[src/rtl/axis_fp16_vector_streamer.sv]
// Buffers up to DEPTH FP16 words and streams them out as one AXI-Stream packet per start command.
// Latency: first beat one cycle after start; stalls on tready=0 or aclken=0 and holds outputs stable.
module axis_fp16_vector_streamer #(
  parameter int DATA_WIDTH  = 16,
  parameter int TUSER_WIDTH = 4,
  parameter int DEPTH       = 16,
  parameter int ADDR_WIDTH  = $clog2(DEPTH),
  parameter int LEN_WIDTH   = $clog2(DEPTH) + 1
) (
  input  logic                   aclk,
  input  logic                   areset,
  input  logic                   aclken,
  input  logic                   wr_en,
  input  logic [ADDR_WIDTH-1:0]  wr_addr,
  input  logic [DATA_WIDTH-1:0]  wr_data,
  input  logic                   start,
  input  logic [LEN_WIDTH-1:0]   length,
  input  logic [TUSER_WIDTH-1:0] tag,
  output logic                   busy,
  output logic                   done,
  output logic                   m_axis_tvalid,
  input  logic                   m_axis_tready,
  output logic [DATA_WIDTH-1:0]  m_axis_tdata,
  output logic [TUSER_WIDTH-1:0] m_axis_tuser,
  output logic                   m_axis_tlast
);

  typedef enum logic [1:0] {IDLE, SEND, DONE} state_t;

  state_t                 state_q;
  logic [DATA_WIDTH-1:0]  mem_q [DEPTH];
  logic [LEN_WIDTH-1:0]   len_q;
  logic [LEN_WIDTH-1:0]   idx_q;
  logic [LEN_WIDTH-1:0]   eff_len_d;
  logic                   busy_q;
  logic                   done_q;
  logic                   tvalid_q;
  logic                   tlast_q;
  logic [DATA_WIDTH-1:0]  tdata_q;
  logic [TUSER_WIDTH-1:0] tuser_q;

  always_comb begin
    eff_len_d = (length > LEN_WIDTH'(DEPTH)) ? LEN_WIDTH'(DEPTH) : length;
  end

  // Buffer is deliberately not reset so loaded vectors survive a reset.
  always_ff @(posedge aclk) begin
    if (aclken && wr_en && (state_q == IDLE)) begin
      mem_q[wr_addr] <= wr_data;
    end
  end

  always_ff @(posedge aclk or posedge areset) begin
    if (areset) begin
      state_q  <= IDLE;
      len_q    <= '0;
      idx_q    <= '0;
      busy_q   <= 1'b0;
      done_q   <= 1'b0;
      tvalid_q <= 1'b0;
      tlast_q  <= 1'b0;
      tdata_q  <= '0;
      tuser_q  <= '0;
    end else if (aclken) begin
      done_q <= 1'b0;
      case (state_q)
        IDLE: begin
          if (start) begin
            len_q <= eff_len_d;
            if (eff_len_d == '0) begin
              done_q  <= 1'b1;
              state_q <= DONE;
            end else begin
              tdata_q  <= mem_q[0];
              tvalid_q <= 1'b1;
              tlast_q  <= (eff_len_d == LEN_WIDTH'(1));
              tuser_q  <= tag;
              idx_q    <= LEN_WIDTH'(1);
              busy_q   <= 1'b1;
              state_q  <= SEND;
            end
          end
        end
        SEND: begin
          // tvalid is always high here, so tready alone marks the handshake.
          if (m_axis_tready) begin
            if (tlast_q) begin
              tvalid_q <= 1'b0;
              tlast_q  <= 1'b0;
              tuser_q  <= '0;
              idx_q    <= '0;
              busy_q   <= 1'b0;
              done_q   <= 1'b1;
              state_q  <= DONE;
            end else begin
              tdata_q <= mem_q[idx_q[ADDR_WIDTH-1:0]];
              tlast_q <= (idx_q == len_q - LEN_WIDTH'(1));
              idx_q   <= idx_q + LEN_WIDTH'(1);
            end
          end
        end
        DONE:    state_q <= IDLE;
        default: state_q <= IDLE;
      endcase
    end
  end

  assign busy          = busy_q;
  assign done          = done_q;
  assign m_axis_tvalid = tvalid_q;
  assign m_axis_tlast  = tlast_q;
  assign m_axis_tdata  = tdata_q;
  assign m_axis_tuser  = tuser_q;

endmodule

[config.mk]
export PLATFORM = sky130hd
export DESIGN_NAME = axis_fp16_vector_streamer
export DESIGN_NICKNAME = d
export VERILOG_FILES = /design/src/rtl/axis_fp16_vector_streamer.sv
export SDC_FILE = /design/constraint.sdc
export NUM_CORES = 1
export LEC_CHECK = 0
export BUFFER_PORTS_ARGS = -buffer_cell sky130_fd_sc_hd__clkbuf_2
export CAP_MARGIN = 20
export CORE_MARGIN = 2
export CORE_UTILIZATION = 35
export DETAILED_ROUTE_END_ITERATION = 6
export PLACE_DENSITY = 0.5
export SLEW_MARGIN = 10
export SYNTH_ARGS = -nofsm -noshare
export SYNTH_HDL_FRONTEND = slang
export SYNTH_SLANG_ARGS = --single-unit
[constraint.sdc]
create_clock -name aclk -period 3.7 [get_ports aclk]
set_input_delay 0.74 -clock aclk [delete_from_list [all_inputs] [get_ports aclk]]
set_output_delay 0.74 -clock aclk [all_outputs]
set_load 0.05 [all_outputs]
### After elaboration in Yosys (flattened, before gate mapping)

Memories as Yosys holds them, arrays and structs flattened.
Cells that the tools add are included.

* memories kept: 1
* logic and storage cells: 68
* register bits: 35
* output and inout port bits: 24
* input bits: 35
* bits in writable memories: 256

* reductions and logical operators: 10
* multiplexer cells: 38
* equal/unequal tests: 8
* add/sub/neg operators: 2
* order comparisons: 1

Memory list
* mem_q: words 16, bits a word 16, rd ports 2, clocked after memory_dff 0, wr ports 1, RTL line 31 `logic [DATA_WIDTH-1:0] mem_q [DEPTH];`

Operators by type and width (number)
* $mux W16: 4
* $pmux W16 S2: 1
* $mux W5: 5
* $mux W4: 4
* $mux W1: 14
* $reduce_and A6 Y1: 2
* $ne A2 B2 Y1 const B: 5
* $pmux W5 S2: 1
* $mux W2: 4
* $pmux W4 S2: 1
* $pmux W1 S2: 3
* $add A5 B1 Y5 const B: 1
* $eq A5 B1 Y1 const B: 1
* $eq A5 B5 Y1: 1
* $gt A5 B5 Y1 const B: 1
* $logic_not A5 Y1: 1
* $reduce_and A5 Y1: 1
* $sub A5 B1 Y5 const B: 1
* $pmux W2 S2: 1
* $reduce_and A4 Y1: 1
* $reduce_and A3 Y1: 1
* $eq A2 B1 Y1 const B: 1
* $logic_and A1 B1 Y1: 2
* $logic_not A2 Y1: 1
* $reduce_bool A2 Y1: 1

### Longest topological paths before layout

Gate-level depths: netlist (run 1).

* word-level depth: 6
* gate-level depth with buffers: 7
* depth with buffers taken out: 6

### Worst setup path after synthesis (run 1)

OpenSTA, ideal clock, no wires.

* kind: input-to-reg
* start: input port aclken
* end: memory mem_q[0][0], enable pin
* arrival: 2.607 ns
* stages: 5
* required time: 3.291 ns
* path slack: 0.684 ns
* setup time: 0.409 ns
* buffers on the path: 0
* cells stage by stage: inv_1 nor4b_1 nor2b_1 nand2b_1 nor3_1

* word-level cells in the longest chain between the ends: 4

RTL lines
* from (decl): RTL line 12 `input logic aclken,`
* $logic_and A1 B1 Y1 (2 in series): RTL line 48 `if (aclken && wr_en && (state_q == IDLE)) begin`
* $mux W1: RTL line 48
* $mux W1 (not written as such): RTL line 49 `mem_q[wr_addr] <= wr_data;`
* to (decl): RTL line 31

No other way between the ends.

### Worst setup path in the final report (run 1)

* start: register idx_q[2]
* end: register tdata_q[4] (netlist: m_axis_tdata[4])

* word-level cells in the longest chain between the ends: 4

RTL lines
* from (decl): RTL line 33 `logic [LEN_WIDTH-1:0] idx_q;`
* from (signal assigned): RTL line 98 `idx_q <= idx_q + LEN_WIDTH'(1);`
* $mem_v2 Z16 W16
* $mux W16: RTL line 87 `if (tlast_q) begin`
* $mux W16: RTL line 86 `if (m_axis_tready) begin`
* $pmux W16 S2: RTL line 66 `case (state_q)`
* to (signal assigned): RTL line 74 `tdata_q <= mem_q[0];`
* to (signal assigned): RTL line 96 `tdata_q <= mem_q[idx_q[ADDR_WIDTH-1:0]];`
* to (decl): RTL line 39 `logic [DATA_WIDTH-1:0] tdata_q;`

No other way between the ends. The select of a mux whose other input is x is not followed.
A chain may end at the register's enable or synchronous reset.

==> results.cfg, run 1 <==
[status]
outcome = completed

[synthesis]
synthSimpleGateAreaFrac_pct = 5.04
synthArstFlopShare_pct = 12.0
ys_seq_area_share_pct = 73.5
synthTopCellsByArea = edfxtp_1, mux2i_1, dfrtp_1
synth.most_common_cell = edfxtp_1
synth_fa_ha_area_share_pct = 0.215
ys.flop_type = edfxtp_1
synth_nets = 755
ys_top_cells_by_count = edfxtp_1, mux2i_1, a22oi_1
syn_avg_cell_area_um2 = 16.2
synthXorXnorAreaFrac_pct = 0.602
ys_ff_latch = 291
synth.distinct_cells = 48
synth_top_area_share_pct = 66.0
synthMuxAreaShare_pct = 9.81
syn_area_um2 = 11600
synth-compound-area-share_pct = 8.63
yosys_warnings = 0
synth_cells = 718
synth_top_family_by_area = multiplexers
yosysTopAreaCell = edfxtp_1
synth_edf_count = 256

[final_layout]
drive_gt1_share_pct = 19.2
layout.nets = 833
synthToLayoutAreaGrowth_pct = 16.1
antennaDiodeCount = 0

[route]
initialDrtViolationCount = 420
dr_total_vias = 6515
viasPerCell = 5.17
drc = 0
routed_wl_um = 27200
wl_per_cell_um = 21.6
postRouteAntennaNets = 0
dr.pass1.iters = 5

[global_routing]
grt_pass1_wl_um = 41200
antenna_found_initial = 0
grt_max_degree = 51
grt_overflow = 0
grt_pass1_vias = 6681
grt_use_total_pct = 15.5

[cts]
htreeDepth = 1
cts_setup_buffers = 0
path_clk_slew_ps = 60
cts_tree = done
cts_hold_buf = 0
cts.sink_count = 291
cts_resized = 0
numCtsBuffers = 30
cts_buffer_depth = 3
clk_latency_ps = 550
cts-root-buf = clkbuf_16

[worst_setup_path]
max_stage_delay_ps = 880
cp_max_fo = 17
crit_chain = nor2b_2 > buf_4 > a22oi_1 > a32oi_1 > a31oi_1
critPathKind = reg2reg
startpoint_type = flop
crit_path_end_kind = flop
r2r_slack_ps = 1290
cp_slowest_cell = nor2b_2
arrival_ps = 2780
cp.required_ps = 4070
crit_buf_inv = 1
critical_path.top_delay_family = simple AND/OR/NAND/NOR gates

[floorplan]
die_h_um = 186
core_area_um2 = 32600
design.die.area_um2 = 34700
initial_core_util_pct = 35.7
ios = 59
rows = 66
die_w_um = 186

[timing]
tightest_slew_ps = 1000
fin_crit_sh_pct = 65.0
period_needed_ps = 2410
holdWs_ps = 341
hold_viol = 0
setup_viol = 0
slew_headroom_pct = 32.8
drv_slew = 0
finClkSkew_ps = 10.3
rsz0062_at_grt = no
fmax_mhz = 416
fin_tns_setup_ps = 0

[hold_path]
min_path_type = in2async

[placed_design]
hpwl_um = 17800
numPortBuffers = 58
gp_congestion = 0.779

[power_and_ir_drop]
p_leak_uw = 0.00471
finalPower_uw = 9760
powerDensity_nw_per_um2 = 722
peakVddDrop_mv = 0.513

[job]
max_cap_viol_count = 0
metal layers:
| layer | up-vias | share of wire [%] | routed length (µm) | global-route usage, % |
|---|---|---|---|---|
| li1 | 2983 | - | - | - |
| met1 | 3304 | 43 | 11600 | 20.3 |
| met2 | 186 | 50 | 13600 | 26.9 |
| met3 | 42 | 5.1 | 1380 | 2.50 |
| met4 | 0 | 2.3 | 614 | 4.28 |
| met5 | - | 0 | 0 | 0 |
kinds of logic (layout without fill, tap and decap cells):
logic type	Yosys count	in the layout
AND/OR/NAND/NOR	117	117
buffers and inverters	46	145
AO/OA/AOI/OAI	140	140
XOR/XNOR	8	8
adder cells (fa/ha/maj)	2	2
multiplexers	114	114
flip-flops	291	291
path summary, 6_finish.rpt:
| kind | startpoint | to | cells past startpoint |
|---|---|---|---|
| setup / recovery | idx_q[2]$_DFFE_PP0P_ | m_axis_tdata[4]$_DFFE_PP0P_ | 5 |
| setup reg to reg | idx_q[2]$_DFFE_PP0P_ | m_axis_tdata[4]$_DFFE_PP0P_ | 5 |
| max in group asynchronous | areset | idx_q[0]$_DFFE_PP0P_ | 2 |
| min in group aclk | tag[0] | m_axis_tuser[0]$_DFFE_PP0P_ | 2 |
| hold / removal | areset | m_axis_tuser[1]$_DFFE_PP0P_ | 2 |
| hold reg to reg | m_axis_tuser[0]$_DFFE_PP0P_ | m_axis_tuser[0]$_DFFE_PP0P_ | 1 |
cell usage in the layout, fill, tap and decap left out, types with 5 or more instances in the layout:
cell	Yosys	final
nor2_1	34	21
clkbuf_1	11	6
xnor2_1	5	5
nor2b_1	19	17
clkinv_1	0	5
a31oi_1	17	17
dfrtp_1	35	34
a211oi_1	15	15
nand2_1	17	17
nand3_1	21	21
buf_4	10	27
clkbuf_16	0	31
clkbuf_2	1	58
edfxtp_1	256	256
nor2_2	0	13
a22oi_1	48	48
o21ai_0	9	9
nand2b_1	7	7
clkinv_2	0	5
a221oi_1	15	15
a21oi_1	21	21
inv_1	6	5
mux2i_1	113	113
cell type report:
class | count | area, µm²
Sequential cell | 291 | 8570
Clock buffer | 37 | 798
Inverter | 6 | 22.5
Clock inverter | 16 | 181
Multi-Input combinational cell | 381 | 2890
Fill cell | 2940 | 19100
Tap cell | 442 | 553
Timing Repair Buffer | 86 | 513
stage by stage:
step	instance area [µm²]	setup WS, ps	utilization [%]	std cells
floorplan	11600	684	-	718
global placement	12500	1050	38.5	1206
detailed placement	12500	1090	38.5	1206
CTS	13500	1240	41.5	1259
global route	13500	1150	41.5	1259
finish	13500	1290	41.5	1259
report_power, final:
part / switching, µW / internal [µW]
Clock: 1190 / 1800
Combinational: 1720 / 969
Sequential: 306 / 3780
flip-flops by register name (all words and copies together), names as in the netlist:
signal,count
mem_q,256
m_axis_tdata,16
idx_q,5
m_axis_tlast,1
len_q,5
m_axis_tvalid,1
state_q,2
done,1
m_axis_tuser,4
(Power assumes the default switching activity.)
==> run 2: changes to the inputs <==
==> constraint.sdc (replaced) <==
create_clock -name aclk -period 2.5 [get_ports aclk]
set_input_delay 0.5 -clock aclk [delete_from_list [all_inputs] [get_ports aclk]]
set_output_delay 0.5 -clock aclk [all_outputs]
set_load 0.05 [all_outputs]
==> results.cfg, run 2 (same netlist as run 1, synthesis figures left out) <==
[status]
outcome = completed

[worst_setup_path]
crit_path_end_kind = flop
r2r_slack_ps = 200
arrival_ps = 2550
worst_r2r_path_depth = 6
reg2reg_to = mem_q[0][0]$_DFFE_PP_
critPathKind = reg2reg
cp.required_ps = 2750
crit-reg2reg-launch = state_q[0]$_DFFE_PP0P_
startpoint_type = flop
cp_max_fo = 9

[cts]
htreeDepth = 1
cts.sink_count = 291
path_clk_slew_ps = 60
cts-root-buf = clkbuf_16
cts_buffer_depth = 3
cts_hold_buf = 0
numCtsBuffers = 31
clk_latency_ps = 550
cts_tree = done
cts_setup_buffers = 0
cts_resized = 0

[global_routing]
grt_pass1_vias = 6817
grt_use_total_pct = 15.9
grt_overflow = 0
antenna_found_initial = 0
grt_max_degree = 40
grt_pass1_wl_um = 42000

[timing]
period_needed_ps = 2300
fmax_mhz = 436
drv_slew = 0
finClkSkew_ps = 11.3
setup_viol = 0
tightest_slew_ps = 997
fin_crit_sh_pct = 91.8
hold_viol = 0
rsz0062_at_grt = no
slew_headroom_pct = 33.4

[final_layout]
antennaDiodeCount = 0
layout_commonest_cell = edfxtp_1
layout.nets = 848
synthToLayoutAreaGrowth_pct = 18.6
layout_common_cells = edfxtp_1, mux2i_1, clkbuf_2
drive_gt1_share_pct = 21.1
register_area_um2 = 8570
multi_input_area_um2 = 2900
top_register = mem_q
largest_register_ff_count = 256
final_cells = 1278
nFillCells = 2905

[power_and_ir_drop]
powerDensity_nw_per_um2 = 1060
internal-power_uw = 9810
finalPower_uw = 14700
comb_power_share_pct = 28.8
p_leak_uw = 0.00484
swShare_pct = 33.2
p_seq_share_pct = 40.2
peakVddDrop_mv = 0.868
p_switching_uw = 4880
clock_power_share_pct = 31.1

[route]
postRouteAntennaNets = 0
wl_per_cell_um = 21.8
viasPerCell = 5.15
initialDrtViolationCount = 444
dr.pass1.iters = 4
routed_wl_um = 27800
drc = 0
dr_total_vias = 6580

[placed_design]
place_inst = 1220
hpwl_um = 18400
numPortBuffers = 58
gp_congestion = 0.822

[floorplan]
core_area_um2 = 32600
die_w_um = 186
die_h_um = 186
initial_core_util_pct = 35.7
design.die.area_um2 = 34700
ios = 59
rows = 66

[hold_path]
min_path_type = in2async

[job]
max_cap_viol_count = 0
[run 2: per-layer routing]
layer / vias to the layer above / GRT usage (%) / part of all wire, %
met1: 3339 / 23.1 / 47
met5: - / 0 / 0
met2: 189 / 24.8 / 46
li1: 3026 / - / -
met3: 26 / 3.14 / 6.3
met4: 0 / 3.17 / 1.3
[run 2: metrics by stage]
step	TNS (ps)	cell area (µm²)	setup slack, ps	util, %	hold WS, ps
finish	0	13800	205	42.3	149
global route	0	13800	65.5	42.3	160
CTS	0	13800	181	42.3	145
detailed placement	0	12800	12.4	39.2	493
global placement	-639	12800	-49.6	39.2	487
floorplan	0	11700	150	-	473
[run 2: worst max-delay path, stage by stage (launching register included)]
cell      delay, ps
dfrtp_1         450
nor4b_1         410
buf_4           190
nor2b_1         210
nand2b_1        220
nor3_2          270
buf_4           240
[run 2: power groups by stage]
| stage | combinational, µW | sequential, µW | clock (µW) |
|---|---|---|---|
| finish | 4230 | 5900 | 4560 |
| detailed placement | 4240 | 6000 | 0 |
| global route | 4530 | 5940 | 4870 |
| CTS | 4250 | 5910 | 4670 |
| global placement | 4180 | 5980 | 0 |
| floorplan | 2530 | 6490 | 0 |
[run 2: how the worst max path moves through the flow]
stage	end	cells past startpoint	startpoint	slack (ps)
after floorplan	mem_q[1][0]$_DFFE_PP_	5	aclken	150
after global placement	mem_q[0][11]$_DFFE_PP_	8	aclken	-50
after detailed placement	mem_q[0][0]$_DFFE_PP_	8	aclken	10
after CTS	mem_q[0][0]$_DFFE_PP_	6	state_q[0]$_DFFE_PP0P_	180
after global routing	mem_q[0][0]$_DFFE_PP_	6	state_q[0]$_DFFE_PP0P_	70
final	mem_q[0][0]$_DFFE_PP_	6	state_q[0]$_DFFE_PP0P_	200
[run 2: layout make-up]
class | count | area share, %
multi-input cells | 381 | 21.0
inverters | 6 | 0.163
repair buffers | 100 | 5.29
flip-flops and latches | 291 | 62.1
clock buffers | 36 | 5.83
clock inverters | 22 | 1.63
well taps | 442 | 4.01
